## src/rtl/gmac_uni_param.sv

```systemverilog
// rtl/gmac_uni_param.sv - unary gated-multiply OR-accumulate over NCH channels in an N=2^WIDTH cycle window
// Optional oCnt accumulator is built only when GMAC_UNI_PARAM_CNT_EN is defined.
module gmac_uni_param #(
    parameter int WIDTH = 8,
    parameter int NCH   = 16
) (
    input  logic                 clk,
    input  logic                 rst_n,
    input  logic [NCH*WIDTH-1:0] iA,
    input  logic [NCH*WIDTH-1:0] iB,
    input  logic                 loadA,
    input  logic                 loadB,
    input  logic                 start,
    output logic                 busy,
    output logic                 done,
    output logic                 oC,
    output logic [WIDTH:0]       oCnt
);

    typedef enum logic [1:0] {S_IDLE, S_RUN, S_DRAIN} state_t;

    localparam logic [WIDTH-1:0] GEN_ONE = 1;

    state_t           state_q;
    logic             busy_q;
    logic             done_q;
    logic             oc_q;
    logic [WIDTH-1:0] reg_a_q [NCH];
    logic [WIDTH-1:0] reg_b_q [NCH];
    logic [WIDTH-1:0] cnt_a_q [NCH];
    logic [WIDTH-1:0] cnt_b_q [NCH];

    logic [NCH-1:0]   a_bit;
    logic [NCH-1:0]   b_bit;
    logic             prod_or;
    logic             last_idx;
    logic             start_acc;

    function automatic logic [WIDTH-1:0] bit_rev(input logic [WIDTH-1:0] v);
        logic [WIDTH-1:0] r;
        for (int k = 0; k < WIDTH; k++) begin
            r[k] = v[WIDTH-1-k];
        end
        return r;
    endfunction

    always_comb begin
        a_bit = '0;
        b_bit = '0;
        for (int i = 0; i < NCH; i++) begin
            a_bit[i] = reg_a_q[i] > bit_rev(cnt_a_q[i]);
            b_bit[i] = reg_b_q[i] > bit_rev(cnt_b_q[i]);
        end
        prod_or = |(a_bit & b_bit);
    end

    // cntA advances identically in every channel, so channel 0 doubles as the compute index.
    assign last_idx  = (cnt_a_q[0] == {WIDTH{1'b1}});
    assign start_acc = (state_q == S_IDLE) && start;

    always_ff @(posedge clk or negedge rst_n) begin
        if (!rst_n) begin
            state_q <= S_IDLE;
            busy_q  <= 1'b0;
            done_q  <= 1'b0;
            oc_q    <= 1'b0;
            for (int i = 0; i < NCH; i++) begin
                reg_a_q[i] <= '0;
                reg_b_q[i] <= '0;
                cnt_a_q[i] <= '0;
                cnt_b_q[i] <= '0;
            end
        end else begin
            done_q <= 1'b0;
            for (int i = 0; i < NCH; i++) begin
                if (loadA) reg_a_q[i] <= iA[i*WIDTH +: WIDTH];
                if (loadB) reg_b_q[i] <= iB[i*WIDTH +: WIDTH];
            end
            case (state_q)
                S_IDLE: begin
                    oc_q <= 1'b0;
                    if (start) begin
                        for (int i = 0; i < NCH; i++) begin
                            cnt_a_q[i] <= '0;
                            cnt_b_q[i] <= '0;
                        end
                        busy_q  <= 1'b1;
                        state_q <= S_RUN;
                    end
                end
                S_RUN: begin
                    oc_q <= prod_or;
                    for (int i = 0; i < NCH; i++) begin
                        cnt_a_q[i] <= cnt_a_q[i] + GEN_ONE;
                        if (a_bit[i]) cnt_b_q[i] <= cnt_b_q[i] + GEN_ONE;
                    end
                    if (last_idx) state_q <= S_DRAIN;
                end
                S_DRAIN: begin
                    oc_q    <= 1'b0;
                    busy_q  <= 1'b0;
                    done_q  <= 1'b1;
                    state_q <= S_IDLE;
                end
                default: begin
                    oc_q    <= 1'b0;
                    busy_q  <= 1'b0;
                    state_q <= S_IDLE;
                end
            endcase
        end
    end

`ifdef GMAC_UNI_PARAM_CNT_EN
    localparam logic [WIDTH:0] CNT_ONE = 1;
    logic [WIDTH:0] ocnt_q;

    // busy still covers the drain edge, so the last computed bit is counted.
    always_ff @(posedge clk or negedge rst_n) begin
        if (!rst_n) begin
            ocnt_q <= '0;
        end else if (start_acc) begin
            ocnt_q <= '0;
        end else if (busy_q && oc_q) begin
            ocnt_q <= ocnt_q + CNT_ONE;
        end
    end

    assign oCnt = ocnt_q;
`else
    assign oCnt = '0;
`endif

    assign busy = busy_q;
    assign done = done_q;
    assign oC   = oc_q;

endmodule

```

## config.mk

```make
export PLATFORM = sky130hd
export DESIGN_NAME = gmac_uni_param
export DESIGN_NICKNAME = d
export VERILOG_FILES = /design/src/rtl/gmac_uni_param.sv
export SDC_FILE = /design/constraint.sdc
export NUM_CORES = 1
export LEC_CHECK = 0
export CAP_MARGIN = 10
export CORE_ASPECT_RATIO = 0.8
export CORE_UTILIZATION = 46
export CTS_CLUSTER_SIZE = 20
export DETAILED_ROUTE_END_ITERATION = 10
export PLACE_DENSITY = 0.71
export SETUP_SLACK_MARGIN = 0.05
export SYNTH_ARGS = -nofsm -noshare
export SYNTH_HDL_FRONTEND = slang
export SYNTH_SLANG_ARGS = --single-unit
```

## constraint.sdc

```tcl
create_clock -name clk -period 2.4 [get_ports clk]
set_input_delay 0.48 -clock clk [delete_from_list [all_inputs] [get_ports clk]]
set_output_delay 0.48 -clock clk [all_outputs]
set_load 0.005 [all_outputs]
```

==> flow_metrics.py <==
metrics = {
    "run_status": {
        "status": "finished with violations",
        "violations": "negative setup slack",
    },
    "pwr": {
        "clkPwrFrac_pct": 27.3,
        "ir_worst_vdd_uv": 584,
        "switching_share_pct": 34.5,
        "comb_power_share_pct": 33.9,
        "cellPowerDensity_mw_per_mm2": 911,
        "p_int_mw": 20.9,
        "p_switching_mw": 11.0,
        "p_seq_share_pct": 38.8,
        "total_power_mw": 31.9,
        "power.leakage_nw": 15.7,
    },
    "synthesis": {
        "synth.area.top_cells": "dfrtp_1 46%, ha_1 13%, mux2_2 9.3%",
        "ys_seq_area_share_pct": 46.5,
        "ys_ff_latch": 517,
        "yosysUniqueCellTypes": 56,
        "synthFlopType": "dfrtp_1",
        "netlist_instances": 2680,
        "synth_edf_count": 0,
        "synth_top_area_share_pct": 46.5,
        "ys_warn_count": 0,
        "avgSynthCellArea_sq_um": 10.4,
        "syn-cell-area_sq_mm": 0.0278,
        "synth.largest_area_cell": "dfrtp_1",
        "synthArstFlopShare_pct": 100,
    },
    "sta": {
        "setup_ws_ns": -0.0120,
        "min_period_ns": 2.41,
        "skew_ns": 0.0212,
        "setup-violations-final": 1,
        "maxSlewHeadroom_pct": 64.4,
        "worst_pin_slew_ns": 0.534,
        "rsz0062_at_grt": "true",
        "finalCritPeriodShare_pct": 101,
        "maxSlewViolCount": 0,
        "fmax_mhz": 415,
        "whs_ns": 0.166,
        "hold_violations": 0,
    },
    "detailed_routing": {
        "finalWirelength_microns": 70300,
        "viasPerCell": 5.45,
        "drc": 0,
        "drt-initial-drc-count": 1311,
        "drt-wirelength-per-cell_microns": 18.0,
        "via_count": 21237,
        "final_antenna_net_count": 0,
        "drt-pass1-iter-count": 5,
    },
    "cts": {
        "clk_latency_ns": 0.62,
        "cts_inserted_buffers": 56,
        "root_buffer": "clkbuf_16",
        "cts_sinks": 517,
        "cts.clk_slew.worst_paths_ns": 0.06,
        "htreeDepth": 2,
        "tritoncts": "done",
        "clockBufferDepth": 3,
    },
    "finish": {
        "nNetsFinal": 3626,
        "mostFrequentLayoutCells": "517 x dfrtp_1, 272 x ha_1, 260 x clkdlybuf4s50_1",
        "area.growth.synth_to_final_pct": 25.9,
        "drive_above_1_share_pct": 19.6,
        "layout_commonest_cell": "dfrtp_1",
        "final_cells": 3898,
        "final_util_pct": 58.7,
    },
    "floorplan": {
        "ios": 273,
        "row_count": 80,
        "die-area_sq_mm": 0.0615,
        "coreArea_sq_mm": 0.0598,
        "start_util_pct": 46.6,
        "chipWidth_microns": 277,
        "die_h_microns": 222,
    },
    "worst_setup_path": {
        "start_kind": "flop",
        "path_cells": "inv_2, ha_1, and4_1, nand4_1, o31a_1, nand3_4, nor4_4, buf_4, o21bai_1, mux2_4",
        "path_max_fanout": 3,
        "cpPeakStageDelay_ns": 0.38,
        "critPathKind": "reg -> reg",
        "cp.required_ns": 2.90,
        "slowest_stage": "dfrtp_1",
        "critPathArrivalTime_ns": 2.91,
        "end_kind": "flop",
    },
    "grt": {
        "grt_pass1_vias": 21767,
        "grt_usage_pct": 22.8,
        "grt_max_degree": 83,
        "grt.overflow.total": 0,
        "antenna_found_initial": 3,
        "grt_pass1_wl_microns": 113000,
    },
    "worst_hold_path": {
        "hp-class": "in -> reg",
    },
    "placement": {
        "dpl.cell_count": 3763,
        "port-buffer-count": 263,
        "gp_congestion": 0.895,
        "place_ws_ns": -0.415,
        "dpl.hpwl_microns": 52100,
    },
    "run": {
        "cap_viol_max_count": 0,
    },
}
[worst max-delay path: cells and delay by family, from the launching register on]
family          cells  cell delay, ns
fa+ha+maj           1            0.28
flops               1            0.38
compound gates      2            0.38
simple gates        4            0.77
mux                 1            0.26
buf+inv             2            0.22
[power groups by stage]
stage               clock network, mW  logic (mW)  registers (mW)
floorplan                           0        6.91            11.9
global placement                    0        9.20            12.3
detailed placement                  0        9.91            12.4
CTS                              8.92        10.1            12.3
global route                     9.25        12.2            12.7
finish                           8.71        10.8            12.4
[per-stage QoR]
| stage | area, sq um | setup TNS, ns |
|---|---|---|
| after floorplan | 27900 | 0 |
| after global placement | 32300 | -4.81 |
| after detailed placement | 32300 | -6.76 |
| after CTS | 34200 | -0.104 |
| after global routing | 35000 | -0.309 |
| final | 35100 | -0.0120 |
[routing by layer]
metal  share of wire (%)  global-route usage (%)
met4                 2.7                    6.95
met5               0.018                       0
met2                  46                    36.7
met3                 6.0                    4.54
met1                  45                    30.9
[path summary, 6_finish.rpt]
kind                              from     endpoint  slack (ns)  depth (start not counted)
min in group asynchronous        rst_n  reg_a_q[23]        0.39                          2
max in group asynchronous        rst_n  reg_a_q[83]        1.11                          4
min                              loadA  reg_a_q[56]        0.17                          2
max reg2reg                cnt_a_q[66]  cnt_b_q[68]       -0.01                         10
min reg2reg                cnt_b_q[77]  cnt_b_q[77]        0.49                          1
max                        cnt_a_q[66]  cnt_b_q[68]       -0.01                         10
[repair_timing]
item | CTS | global route
hold endpoints to repair | 31 | 0
resized for setup | 23 | 110
setup buffers | 0 | 34
pin swaps | 11 | 45
hold buffers | 1 | 0
endpoints found under the setup margin | 14 | 32
[Yosys cell counts, types with 3 or more instances]
| cell | n |
|---|---|
| xnor2_1 | 127 |
| nand3_1 | 67 |
| o21ai_0 | 141 |
| o311a_1 | 4 |
| and3_1 | 14 |
| a21o_1 | 6 |
| inv_1 | 269 |
| nor2_1 | 227 |
| xor2_1 | 25 |
| a31oi_1 | 3 |
| o211ai_1 | 35 |
| nor3b_1 | 10 |
| o31ai_1 | 18 |
| nor3_1 | 53 |
| a2111oi_0 | 4 |
| and2_1 | 15 |
| nor2b_1 | 33 |
| or2_2 | 11 |
| mux2_2 | 230 |
| buf_1 | 19 |
| nor4_1 | 32 |
| and4_1 | 3 |
| a21oi_1 | 110 |
| mux2i_1 | 10 |
| nand2_1 | 148 |
| nand4_1 | 126 |
| clkbuf_1 | 63 |
| ha_1 | 288 |
| dfrtp_1 | 517 |
| o22ai_1 | 5 |
| or3_1 | 6 |
| buf_4 | 9 |
| a211oi_1 | 21 |
[area by class of cell]
class | instances | area, sq um
fillers | 4773 | 24700
repair buffers | 422 | 4090
well taps | 779 | 975
flip-flops and latches | 517 | 12900
multi-input cells | 1811 | 14200
clock inverters | 24 | 239
clock buffers | 74 | 1600
inverters | 269 | 1010
diodes | 2 | 5.00
[registers in the layout, summed over array words and instances, names as in the netlist]
| name | flops |
|---|---|
| busy | 1 |
| cnt_b_q | 128 |
| cnt_a_q | 128 |
| reg_b_q | 128 |
| reg_a_q | 128 |
| done | 1 |
| state_q | 2 |
| oC | 1 |
[kinds of logic (layout without fill, tap and decap cells)]
kind of cell / after synthesis / after routing / share of synthesized area [%]
AOI/OAI and AO/OA: 365 / 365 / 7.83
xor gates and xnor gates: 152 / 152 / 4.78
adders and majority gates: 288 / 288 / 12.9
buffers and inverters: 360 / 789 / 4.98
DFF: 517 / 517 / 46.5
muxes: 240 / 240 / 9.67
other: 1 / 11 / 0.0135
and+or+nand+nor: 757 / 757 / 13.3
(Power assumes the default switching activity.)
